[src/rtl/dmem_arbiter.sv]
// Two-requester arbiter (CPU M-stage, external master) for the single-port synchronous data RAM.
// Optional DMEM_ARBITER_PERF_EN adds saturating stall/EXT-grant performance counters.
module dmem_arbiter #(
  parameter int DATA_W     = 32,
  parameter int RAM_AW     = 8,
  parameter int STARVE_MAX = 4
) (
  input  logic              clk,
  input  logic              reset,
  input  logic              cpu_req,
  input  logic              cpu_we,
  input  logic [31:0]       cpu_addr,
  input  logic [DATA_W-1:0] cpu_wdata,
  output logic [DATA_W-1:0] cpu_rdata,
  output logic              cpu_rvalid,
  output logic              cpu_stall,
  input  logic              ext_req,
  input  logic              ext_we,
  input  logic [31:0]       ext_addr,
  input  logic [DATA_W-1:0] ext_wdata,
  output logic              ext_gnt,
  output logic              ext_rvalid,
  output logic [DATA_W-1:0] ext_rdata,
  output logic              mem_wren,
  output logic [RAM_AW-1:0] mem_addr,
  output logic [DATA_W-1:0] mem_data,
  input  logic [DATA_W-1:0] mem_q,
`ifdef DMEM_ARBITER_PERF_EN
  output logic [15:0]       perf_stall_cnt,
  output logic [15:0]       perf_ext_cnt,
`endif
  output logic [1:0]        dbg_state
);

  localparam logic [1:0] IDLE   = 2'd0;
  localparam logic [1:0] CPU_RD = 2'd1;
  localparam logic [1:0] EXT_RD = 2'd2;
  localparam logic [1:0] WR     = 2'd3;

  localparam logic [3:0] STARVE_LIM = 4'(STARVE_MAX);

  logic [1:0]        state, state_nxt;
  logic [3:0]        starve_cnt;
  logic              cpu_win, ext_win;
  logic [DATA_W-1:0] ext_rdata_q;

  // Handshake: ext_req is held with stable addr/data until ext_gnt; the
  // transfer completes at the edge where ext_gnt=1. The CPU side has no
  // ready: cpu_stall=1 means the request was not taken this cycle.
  always_comb begin
    cpu_win  = 1'b0;
    ext_win  = 1'b0;
    mem_wren = 1'b0;
    mem_addr = '0;
    mem_data = '0;
    if (reset) begin
      cpu_win = cpu_req & (~ext_req | (starve_cnt != STARVE_LIM));
      ext_win = ext_req & ~cpu_win;
      if (cpu_win) begin
        mem_wren = cpu_we;
        mem_addr = cpu_addr[RAM_AW+1:2];
        mem_data = cpu_wdata;
      end else if (ext_win) begin
        mem_wren = ext_we;
        mem_addr = ext_addr[RAM_AW+1:2];
        mem_data = ext_wdata;
      end
    end
  end

  assign cpu_stall = reset & cpu_req & ~cpu_win;
  assign ext_gnt   = ext_win;

  always_comb begin
    state_nxt = IDLE;
    if (cpu_win)      state_nxt = cpu_we ? WR : CPU_RD;
    else if (ext_win) state_nxt = ext_we ? WR : EXT_RD;
  end

  always_ff @(posedge clk or negedge reset) begin
    if (!reset) begin
      state       <= IDLE;
      starve_cnt  <= '0;
      ext_rdata_q <= '0;
    end else begin
      state <= state_nxt;
      if (!ext_req || ext_win)
        starve_cnt <= '0;
      else if (cpu_win && starve_cnt != STARVE_LIM)
        starve_cnt <= starve_cnt + 4'd1;
      if (state == EXT_RD)
        ext_rdata_q <= mem_q;
    end
  end

  // The EXT read word is visible in its rvalid cycle and held from then on.
  assign cpu_rdata  = mem_q;
  assign cpu_rvalid = (state == CPU_RD);
  assign ext_rvalid = (state == EXT_RD);
  assign ext_rdata  = (state == EXT_RD) ? mem_q : ext_rdata_q;
  assign dbg_state  = state;

`ifdef DMEM_ARBITER_PERF_EN
  always_ff @(posedge clk or negedge reset) begin
    if (!reset) begin
      perf_stall_cnt <= '0;
      perf_ext_cnt   <= '0;
    end else begin
      if (cpu_stall && perf_stall_cnt != 16'hFFFF)
        perf_stall_cnt <= perf_stall_cnt + 16'd1;
      if (ext_gnt && perf_ext_cnt != 16'hFFFF)
        perf_ext_cnt <= perf_ext_cnt + 16'd1;
    end
  end
`endif

  logic unused_addr_bits;
  assign unused_addr_bits = ^{cpu_addr[31:RAM_AW+2], cpu_addr[1:0],
                              ext_addr[31:RAM_AW+2], ext_addr[1:0]};

endmodule
[config.mk]
export PLATFORM = sky130hd
export DESIGN_NAME = dmem_arbiter
export DESIGN_NICKNAME = d
export VERILOG_FILES = /design/src/rtl/dmem_arbiter.sv
export SDC_FILE = /design/constraint.sdc
export NUM_CORES = 1
export LEC_CHECK = 0
export ABC_CLOCK_PERIOD_IN_PS = 2600
export CAP_MARGIN = 20
export CORE_AREA = 4 4 105 107
export DETAILED_ROUTE_END_ITERATION = 12
export DIE_AREA = 0 0 109 111
export GPL_ROUTABILITY_DRIVEN = 0
export MAX_ROUTING_LAYER = met4
export PLACE_DENSITY = 0.71
export SYNTH_ARGS = -nofsm -noshare
export SYNTH_HDL_FRONTEND = slang
export SYNTH_SLANG_ARGS = --single-unit
[constraint.sdc]
create_clock -name clk -period 2.6 [get_ports clk]
set_clock_uncertainty 0.1 [all_clocks]
set_input_delay 0.65 -clock clk [delete_from_list [all_inputs] [get_ports clk]]
set_output_delay 0.65 -clock clk [all_outputs]
set_load 0.02 [all_outputs]
==> summary.md, run 1 <==
| Metric | Value |
|---|---|
| Hold path startpoint | ext_rdata_q[1]$_DFF_PN0_ |
| Max Transition Viols Final | 0 |
| Die ar. | 12100 um2 |
| Final ANT Viol Nets | 0 |
| Worst path depth | 8 |
| Maximum fanout along the worst path | 7 |
| Leakage power | 2.16 nW |
| Cell type group with the largest total delay on the critical path | buffers and inverters |
| Critical Path End Type | output pin |
| WS Path Type | reg -> out |
| Routed wire per std cell | 17.5 um |
| Number of buffers created by CTS | 5 |
| Die Ht | 111 um |
| Sink Count | 38 |
| Initial detailed-routing violation count | 35 |
| Routed wire length | 9570 um |
| Yosys warning count | 0 |
| Launch instance of the worst register-to-register path | starve_cnt[0]$_DFFE_PN0P_ |
| R2R Path End | starve_cnt[1]$_DFFE_PN0P_ |
| Fraction of layout instances using a drive strength above 1 | 32.0% |
| Final global-route overflow total | 0 |
| Count of H-tree levels built during CTS | 2 |
| Crit path DAT | 1860 ps |
| Final non-filler cell total | 547 |
| Highest-delay cell along the critical path | sky130_fd_sc_hd__dfrtp_1 |
| Setup-failing EPs final | 4 |
| Worst-case reg-to-reg path depth | 9 |
| Worst Hold Class | reg -> reg |
| Reg2Reg Setup Slack | 660 ps |
| Port bufs | 228 |
| Fraction of the yosys area taken by sequential cells | 42.1% |
| Unrepaired setup endpoints after global routing | yes |
| Final HPWL from detailed placement | 7040 um |
| Worst Setup Slack, final | -7.61 ps |
| Max Fclk | 383 MHz |
| Number of global-route vias before repair | 2539 |
| Ports | 277 |
| Number of remaining DRC errors | 0 |
| Post-Synthesis Mean Instance Area | 12.3 um2 |
| Final period util | 100% |
| Antenna violations before repair | 1 |
| Area taken by multi-input logic gates | 965 um2 |
| Count of cell types in the netlist | 26 |
| Post-Syn Instances | 184 |
| Worst endpoint required time | 1850 ps |
| Nets | 577 |
| CP Cell Sequence | inv_2 > ha_4 > nand4b_1 > nor2b_4 > clkbuf_16 > buf_6 > a22o_1 > buf_6 |
| All-Layer GR Usage | 14.7% |
| Hold Violations, Final | 0 |
| Vias after detailed routing | 2385 |
| Measured slew at the worst slew-check pin | 526 ps |
| Dpl cell area | 4500 um2 |
| Largest incremental delay on the critical path | 400 ps |
| Total non-filler cell area in the finished layout | 4900 um2 |
| Startpoint type of the worst setup path | register |
| Largest net degree at the start of global routing | 43 |
| Clock Pin Slew Worst Setup and Hold Paths | 70 ps |
| Power density over the cells | 466 nW/um2 |
| Combined flip-flop and latch cell area | 951 um2 |
| Initial cell density of the core | 22.3% |
| Count of filler cells inserted in the layout | 932 |
| Maximum VDD drop | 241 uV |
| Mapped Area | 2260 um2 |
| Worst hold slack | 393 ps |
| Maximum root-to-sink buffer count | 2 |
| Root Buffer | sky130_fd_sc_hd__clkbuf_8 |
| Post-synthesis net count | 352 |
| Number of hold-repair buffers added at the cts stage | 0 |
| Failing checks | setup timing |
| Number of synthesized register bits | 38 |
| Max_cap viols | 0 |
| Die width | 109 um |
| Clock period minus final worst setup slack | 2610 ps |
| Crit path buffers/inverters | 4 |
| Mean number of vias per cell | 4.36 |
| # rows | 37 |
| Worst setup path startpoint | starve_cnt[0]$_DFFE_PN0P_ |
| Clock latency at the later pin of the worst-skew pair | 280 ps |
| CTS tree | built |
| Core ar. | 10100 um2 |
| Wire length of the first global-routing pass | 13400 um |
| Critical Path Most Common Cell | sky130_fd_sc_hd__buf_6 |
| Area growth, synth to finish | 117% |
| End point of the critical path | mem_data[13] |
| Normalized max-slew margin | 65.0% |
| Share of the core filled with cells in the final layout | 48.4% |
| First drt pass iteration count | 4 |
| Placed cells | 521 |
| Run status | complete, but fails checks |
Yosys cell counts:
library cell,n,area share (%)
sky130_fd_sc_hd__inv_1,2,0.33
sky130_fd_sc_hd__a22o_1,38,15
sky130_fd_sc_hd__buf_4,32,11
sky130_fd_sc_hd__a32o_1,1,0.44
sky130_fd_sc_hd__nor2b_1,4,1.1
sky130_fd_sc_hd__xor2_1,1,0.39
sky130_fd_sc_hd__nor3b_1,1,0.33
sky130_fd_sc_hd__dfrtp_1,38,42
sky130_fd_sc_hd__a22o_2,3,1.3
sky130_fd_sc_hd__nand2_2,1,0.28
sky130_fd_sc_hd__buf_2,4,0.89
sky130_fd_sc_hd__nand2_1,4,0.66
sky130_fd_sc_hd__nor2_1,2,0.33
sky130_fd_sc_hd__buf_6,5,2.5
sky130_fd_sc_hd__nand4b_1,1,0.39
sky130_fd_sc_hd__a21boi_0,1,0.33
sky130_fd_sc_hd__a21o_1,2,0.66
sky130_fd_sc_hd__nand3b_4,1,0.89
sky130_fd_sc_hd__o22ai_1,1,0.28
sky130_fd_sc_hd__a31o_2,1,0.39
sky130_fd_sc_hd__mux2_2,32,16
sky130_fd_sc_hd__ha_1,2,1.1
sky130_fd_sc_hd__nand3_1,1,0.22
sky130_fd_sc_hd__or3_1,1,0.28
sky130_fd_sc_hd__a21oi_4,1,0.72
sky130_fd_sc_hd__buf_8,4,2.7
how the worst min path moves through the flow:
| stage | endpoint | slack [ps] | cells past startpoint |
|---|---|---|---|
| finish | ext_rdata_q[1]$_DFF_PN0_ | 390 | 1 |
| global route | ext_rdata_q[24]$_DFF_PN0_ | 410 | 1 |
| CTS | ext_rdata_q[1]$_DFF_PN0_ | 400 | 1 |
| detailed placement | ext_rdata_q[1]$_DFF_PN0_ | 390 | 1 |
| global placement | ext_rdata_q[9]$_DFF_PN0_ | 380 | 1 |
| floorplan | dbg_state[0]$_DFF_PN0_ | 250 | 0 |
flip-flops by register name, indices dropped and copies added (netlist names):
signal,count
dbg_state,2
starve_cnt,4
ext_rdata_q,32
metrics by stage:
step	power, mW	worst slack (ps)	TNS, ps
global placement	1.82	-609	-24740
finish	2.28	-7.61	-22.3
floorplan	1.25	338	0
detailed placement	1.84	-633	-25860
global route	2.41	-66.9	-1440
CTS	2.28	-103	-929
where the power goes:
group | internal [mW] | total (mW) | switching [mW] | leakage (nW)
sequential | 0.705 | 0.734 | 0.0284 | 0.458
clock | 0.287 | 0.484 | 0.197 | 0.0525
combinational | 0.565 | 1.07 | 0.501 | 1.65
total | 1.56 | 2.28 | 0.726 | 2.16
cell families after synthesis:
family / share of synthesized area, %
compound gates: 18.9
mux: 16.0
flops: 42.1
buf+inv: 17.0
fa+ha+maj: 1.11
simple gates: 4.49
xor+xnor: 0.388
metal layers:
layer	wire length (um)	global-route usage, %
met1	3320	14.0
met2	5370	28.8
met3	767	3.20
met4	118	3.96
met5	0	-
cells in the final DEF, fill, tap and decap left out, types with 2 or more instances in the layout:
cell                              instances
sky130_fd_sc_hd__a21o_1                   2
sky130_fd_sc_hd__a22o_1                  38
sky130_fd_sc_hd__a22o_4                   2
sky130_fd_sc_hd__buf_12                   5
sky130_fd_sc_hd__buf_16                   3
sky130_fd_sc_hd__buf_2                   12
sky130_fd_sc_hd__buf_4                   18
sky130_fd_sc_hd__buf_6                   34
sky130_fd_sc_hd__clkbuf_1                 2
sky130_fd_sc_hd__clkbuf_16                4
sky130_fd_sc_hd__clkbuf_2                 4
sky130_fd_sc_hd__clkbuf_8                 5
sky130_fd_sc_hd__clkdlybuf4s15_1         16
sky130_fd_sc_hd__clkdlybuf4s50_1        148
sky130_fd_sc_hd__dfrtp_1                 38
sky130_fd_sc_hd__dlygate4sd2_1           16
sky130_fd_sc_hd__dlymetal6s2s_1           2
sky130_fd_sc_hd__inv_2                    2
sky130_fd_sc_hd__mux2_2                  32
sky130_fd_sc_hd__nand2_1                  4
sky130_fd_sc_hd__nor2_1                   2
sky130_fd_sc_hd__nor2b_1                  2
sky130_fd_sc_hd__nor2b_4                  2
what timing repair did:
item,in CTS,in global routing
pin swaps,7,8
gates cloned,6,4
resized for setup,231,55
setup endpoints to repair,75,75
setup buffers,6,4
layout make-up:
type	instances	area share, %
antenna	1	0.0510
clock buffer	7	1.56
clock inverter	1	0.612
inverter	2	0.153
multi-input combinational	99	19.7
sequential	38	19.4
tap	136	3.47
timing repair buffer	263	55.1
Note: power is estimated with default switching activity, not from simulation.
==> run 2, diff against run 1 <==
--- a/config.mk
+++ b/config.mk
@@ -7,12 +7,12 @@
 export LEC_CHECK = 0
 export ABC_CLOCK_PERIOD_IN_PS = 2600
 export CAP_MARGIN = 20
-export CORE_AREA = 4 4 105 107
+export CORE_AREA = 4 4 106 108
 export DETAILED_ROUTE_END_ITERATION = 12
-export DIE_AREA = 0 0 109 111
+export DIE_AREA = 0 0 110 112
+export DONT_BUFFER_PORTS = 1
 export GPL_ROUTABILITY_DRIVEN = 0
 export MAX_ROUTING_LAYER = met4
-export PLACE_DENSITY = 0.71
 export SYNTH_ARGS = -nofsm -noshare
 export SYNTH_HDL_FRONTEND = slang
 export SYNTH_SLANG_ARGS = --single-unit
==> summary.md, run 2 (synthesis results as in run 1) <==
| Metric | Value |
|---|---|
| Max Fclk | 396 MHz (+3.4%) |
| Nets | 329 (-43%) |
| # rows | 37 (unchanged) |
| Worst hold slack | 93.1 ps (-300 ps) |
| Pre-CTS worst setup slack | 221 ps (+854 ps) |
| WS Path Type | reg -> out |
| Leakage power | 1.09 nW (-50%) |
| Port bufs | 0 (-100%) |
| Sink Count | 38 (unchanged) |
| Final ANT Viol Nets | 0 (unchanged) |
| Max_cap viols | 0 (unchanged) |
| Ports | 277 (unchanged) |
| Mean number of vias per cell | 4.68 (+7.4%) |
| Worst endpoint required time | 1850 ps (about the same) |
| Largest incremental delay on the critical path | 400 ps (about the same) |
| CP Cell Sequence | inv_2 > ha_4 > nand4b_1 > nor2b_4 > buf_12 > buf_12 > a22o_1 > buf_6 |
| Unrepaired setup endpoints after global routing | yes |
| Highest-delay cell along the critical path | sky130_fd_sc_hd__dfrtp_1 |
| CTS tree | built |
| Wire length of the first global-routing pass | 8650 um (-36%) |
| Max Transition Viols Final | 0 (unchanged) |
| Die Ht | 112 um (+0.90%) |
| Critical Path Most Common Cell | sky130_fd_sc_hd__buf_12 |
| Power density over the cells | 689 nW/um2 (+48%) |
| Worst Setup Slack, final | 77.6 ps (+85.2 ps) |
| Sum of internal, switching and leakage power | 1.79 mW (-22%) |
| Number of flip-flops in the largest register | 32 (unchanged) |
| Maximum root-to-sink buffer count | 2 (unchanged) |
| Maximum VDD drop | 183 uV (-24%) |
| Clock Pin Slew Worst Setup and Hold Paths | 80 ps (about the same) |
| Cell type group with the largest total delay on the critical path | buffers and inverters |
| Antenna Cells | 0 (-1) |
| Normalized max-slew margin | 70.4% (+5.4 points) |
| Setup-failing EPs final | 0 (-4) |
| Core ar. | 10200 um2 (+0.91%) |
| Total non-filler cell area in the finished layout | 2600 um2 (-47%) |
| Measured slew at the worst slew-check pin | 443 ps (-82.4 ps) |
| Number of global-route vias before repair | 1522 (-40%) |
| Fraction of layout instances using a drive strength above 1 | 57.8% (+26 points) |
| Die width | 110 um (+0.92%) |
| Final period util | 97.0% (-3.3 points) |
| Clock latency at the later pin of the worst-skew pair | 280 ps (about the same) |
| Dpl cell area | 2130 um2 (-53%) |
| Clock period minus final worst setup slack | 2520 ps (-85.2 ps) |
| Hold Violations, Final | 0 (unchanged) |
| All-Layer GR Usage | 9.38% (-5.3 points) |
| Routed wire length | 6320 um (-34%) |
| Critical Path End Type | output pin |
| Final global-route overflow total | 0 (unchanged) |
| Initial cell density of the core | 22.1% (-0.20 points) |
| Crit path DAT | 1770 ps (-90 ps) |
| Number of buffers created by CTS | 5 (unchanged) |
| Vias after detailed routing | 1391 (-42%) |
| Startpoint type of the worst setup path | register |
| Worst Hold Class | in -> async |
| Run status | complete, no violations |
| Root Buffer | sky130_fd_sc_hd__clkbuf_8 |
| Setup_tns | 0 ps (+22.3 ps) |
| Antenna violations before repair | 0 (-1) |
| Largest net degree at the start of global routing | 39 (-9.3%) |
| Number of remaining DRC errors | 0 (unchanged) |
| Routed wire per std cell | 21.3 um (+22%) |
| Area growth, synth to finish | 15.0% |
| Maximum fanout along the worst path | 6 (-1) |
| Initial detailed-routing violation count | 52 (+49%) |
| Die ar. | 12300 um2 (+1.8%) |
| Most frequent standard cell in the layout excluding fill and tap cells | sky130_fd_sc_hd__dfrtp_1 |
| Commonest non-fill, non-tap cells in the layout | sky130_fd_sc_hd__dfrtp_1 (38), sky130_fd_sc_hd__mux2_2 (32), sky130_fd_sc_hd__a22o_2 (16) |
| Final HPWL from detailed placement | 4440 um (-37%) |
| Register containing the most flip-flops in the final layout | ext_rdata_q |
| Count of H-tree levels built during CTS | 2 (unchanged) |
| First drt pass iteration count | 4 (unchanged) |
| Crit path buffers/inverters | 4 (unchanged) |
[run 2: cell count changes in the layout (fill, tap and decap cells not counted), moves of 4 or more]
| cell | change |
|---|---|
| sky130_fd_sc_hd__clkbuf_2 | -4 |
| sky130_fd_sc_hd__clkdlybuf4s50_1 | -148 |
| sky130_fd_sc_hd__a22o_1 | -27 |
| sky130_fd_sc_hd__buf_6 | -33 |
| sky130_fd_sc_hd__buf_2 | -12 |
| sky130_fd_sc_hd__dlygate4sd2_1 | -16 |
| sky130_fd_sc_hd__a22o_2 | +15 |
| sky130_fd_sc_hd__clkdlybuf4s15_1 | -16 |
| sky130_fd_sc_hd__a22o_4 | +12 |
| sky130_fd_sc_hd__buf_4 | -14 |
[run 2: what timing repair did]
action,CTS,global route
cloned,2,2
endpoints found under the setup margin,41,31
endpoints found under the hold margin,38,0
resized for setup,22,16
pin swaps,1,2
hold buffers,1,0
buffers inserted,4,2
[run 2: per-layer routing]
metal | track usage (%) | routed length [um] | vias up
li1 | - | - | 594
met1 | 10.3 | 2290 | 683
met2 | 15.5 | 3370 | 107
met3 | 3.07 | 553 | 7
met4 | 3.66 | 103 | 0
met5 | - | 0 | -
[run 2: final cells by class]
type	instances	area (um2)
clock buffer	6	82.6
clock inverter	1	30.0
fill	1056	7630
inverter	2	7.51
multi-input combinational	99	1090
sequential	38	951
tap	136	170
timing repair buffer	15	267
[run 2: path summary, 6_finish.rpt]
check	from	to	slack [ps]	depth (start not counted)
max reg2reg	starve_cnt[0]$_DFFE_PN0P_	starve_cnt[1]$_DFFE_PN0P_	970	7
max in group asynchronous	reset	ext_rdata_q[24]$_DFF_PN0_	2100	1
max	starve_cnt[0]$_DFFE_PN0P_	mem_data[17]	80	8
min	reset	ext_rdata_q[13]$_DFF_PN0_	90	1
min in group clk	cpu_we	dbg_state[1]$_DFF_PN0_	380	1
min reg2reg	ext_rdata_q[1]$_DFF_PN0_	ext_rdata_q[1]$_DFF_PN0_	490	1
[run 2: power breakdown]
group | internal (mW) | switching, mW | leakage, nW | total [mW]
clock network | 0.307 | 0.199 | 0.0573 | 0.506
registers | 0.705 | 0.0312 | 0.458 | 0.737
logic | 0.193 | 0.353 | 0.577 | 0.546
[run 2: metrics by stage]
step           utilization, %  cells
5_1_grt                  25.4    297
3_5_place_dp             20.8    279
4_1_cts                  24.3    293
6_report                 25.4    297
3_3_place_gp             20.8    279
2_1_floorplan               -    184
==> run 3, diff against run 2 <==
--- a/config.mk
+++ b/config.mk
@@ -13,6 +13,8 @@
 export DONT_BUFFER_PORTS = 1
 export GPL_ROUTABILITY_DRIVEN = 0
 export MAX_ROUTING_LAYER = met4
+export SKIP_CTS_REPAIR_TIMING = 1
+export SLEW_MARGIN = 20
 export SYNTH_ARGS = -nofsm -noshare
 export SYNTH_HDL_FRONTEND = slang
 export SYNTH_SLANG_ARGS = --single-unit
==> summary.md, run 3 (synthesis results as in run 1) <==
| Metric | Value |
|---|---|
| Run status | complete, no violations |
| Number of flip-flops in the largest register | 32 (unchanged) |
| Root Buffer | sky130_fd_sc_hd__clkbuf_8 |
| Met1 WL | 2260 um (-1.6%) |
| Unrepaired setup endpoints after global routing | yes |
| Wire length of the first global-routing pass | 7720 um (-11%) |
| Critical Path End Type | output pin |
| Vias after detailed routing | 1396 (+0.36%) |
| WS Path Type | reg -> out |
| Largest net degree at the start of global routing | 46 (+18%) |
| Maximum root-to-sink buffer count | 2 (unchanged) |
| Number of global-route vias before repair | 1435 (-5.7%) |
| Measured slew at the worst slew-check pin | 440 ps (-2.67 ps) |
| Top Layer Used | met4 |
| Final ANT Viol Nets | 0 (unchanged) |
| Clock Pin Slew Worst Setup and Hold Paths | 80 ps (about the same) |
| Startpoint type of the worst setup path | register |
| Clock latency at the later pin of the worst-skew pair | 280 ps (about the same) |
| CTS tree | built |
| Routed wire length | 6220 um (-1.6%) |
| Final period util | 99.2% (+2.2 points) |
| End point of the critical path | mem_data[17] |
| Pre-CTS worst setup slack | 221 ps (unchanged) |
| Max Fclk | 388 MHz (-2.2%) |
| Worst setup path startpoint | starve_cnt[0]$_DFFE_PN0P_ |
| Maximum fanout along the worst path | 7 (+1) |
| Worst Setup Slack, final | 19.7 ps (-57.8 ps) |
| Max Transition Viols Final | 0 (unchanged) |
| Initial detailed-routing violation count | 66 (+27%) |
| Initial cell density of the core | 22.1% (unchanged) |
| Routed wire length on met3 | 517 um (-6.5%) |
| Worst hold slack | 87.0 ps (-6.04 ps) |
| Launch instance of the worst register-to-register path | starve_cnt[0]$_DFFE_PN0P_ |
| Power density over the cells | 702 nW/um2 (+1.9%) |
| Worst endpoint required time | 1850 ps (about the same) |
| Register containing the most flip-flops in the final layout | ext_rdata_q |
| All-Layer GR Usage | 8.32% (-1.1 points) |
| Sink Count | 38 (unchanged) |
| Hold Violations, Final | 0 (unchanged) |
| Ports | 277 (unchanged) |
| Final HPWL from detailed placement | 4440 um (unchanged) |
| Reg2Reg Setup Slack | 920 ps (-50 ps) |
| Die width | 110 um (unchanged) |
| Clock period minus final worst setup slack | 2580 ps (+57.8 ps) |
| Most frequent standard cell in the layout excluding fill and tap cells | sky130_fd_sc_hd__dfrtp_1 |
| Number of buffers created by CTS | 5 (unchanged) |
| Fraction of layout instances using a drive strength above 1 | 64.2% (+6.4 points) |
| Maximum VDD drop | 183 uV (about the same) |
| Nets | 330 (+0.30%) |
| Antenna violations before repair | 0 (unchanged) |
| Commonest non-fill, non-tap cells in the layout | sky130_fd_sc_hd__dfrtp_1 (38), sky130_fd_sc_hd__a22o_2 (34), sky130_fd_sc_hd__mux2_2 (32) |
| Number of remaining DRC errors | 0 (unchanged) |
| R2R Path End | starve_cnt[1]$_DFFE_PN0P_ |
| Die Ht | 112 um (unchanged) |
| Dpl cell area | 2130 um2 (unchanged) |
| Port bufs | 0 (unchanged) |
| Crit path DAT | 1830 ps (+60 ps) |
| Count of H-tree levels built during CTS | 2 (unchanged) |
| Max_cap viols | 0 (unchanged) |
| Total non-filler cell area in the finished layout | 2530 um2 (-2.5%) |
| Area growth, synth to finish | 12.2% |
| Leakage power | 1.06 nW (-3.0%) |
| Worst Hold Class | in -> async |
| Core ar. | 10200 um2 (unchanged) |
| First drt pass iteration count | 4 (unchanged) |
| Sum of met2 wire segment lengths after detailed routing | 3370 um (-0.18%) |
| Final global-route overflow total | 0 (unchanged) |
| Die ar. | 12300 um2 (unchanged) |
| Mean number of vias per cell | 4.68 (about the same) |
| Worst-case reg-to-reg path depth | 7 (unchanged) |
| Normalized max-slew margin | 70.6% (+0.18 points) |
| Routed wire per std cell | 20.9 um (-1.9%) |
| Antenna Cells | 0 (unchanged) |
| Setup-failing EPs final | 0 (unchanged) |
| # rows | 37 (unchanged) |
run 3: per-layer routing:
metal	vias to the layer above	track usage [%]
li1	601	-
met1	683	9.28
met2	106	13.1
met3	6	3.07
met4	0	3.66
met5	-	-
run 3: metrics by stage:
step	power (mW)	std cells	setup TNS, ps	utilization [%]
final	1.78	298	0	24.8
after global routing	1.88	298	-2040	24.8
after CTS	1.77	286	-3080	21.9
after detailed placement	1.24	279	0	20.8
after global placement	1.23	279	0	20.8
after floorplan	1.25	184	0	-
run 3: worst min path at each step:
stage	from	end	slack, ps
2_1_floorplan	reset	dbg_state[0]$_DFF_PN0_	250
5_1_grt	reset	ext_rdata_q[18]$_DFF_PN0_	80
4_1_cts	reset	ext_rdata_q[13]$_DFF_PN0_	-70
3_5_place_dp	reset	ext_rdata_q[13]$_DFF_PN0_	260
6_report	reset	ext_rdata_q[18]$_DFF_PN0_	90
3_3_place_gp	reset	ext_rdata_q[13]$_DFF_PN0_	260
run 3: final cells by class:
class	count	area, um2
inverters	2	7.51
flip-flops and latches	38	951
clock inverters	1	30.0
repair buffers	16	250
multi-input cells	99	1040
clock buffers	6	82.6
well taps	136	170
fillers	1059	7700
run 3: where the power goes:
group	leakage, nW	switching, mW	internal, mW
sequential	0.458	0.0317	0.706
clock	0.0573	0.196	0.307
combinational	0.544	0.350	0.188
run 3: worst max-delay path, cell delays in order, from the launching register on:
cell and delay (ps):
sky130_fd_sc_hd__dfrtp_1 420, sky130_fd_sc_hd__inv_2 90, sky130_fd_sc_hd__ha_4 150, sky130_fd_sc_hd__nand4b_1 140
sky130_fd_sc_hd__nor2b_4 170, sky130_fd_sc_hd__buf_12 140, sky130_fd_sc_hd__buf_12 130, sky130_fd_sc_hd__a22o_1 180
sky130_fd_sc_hd__buf_6 130
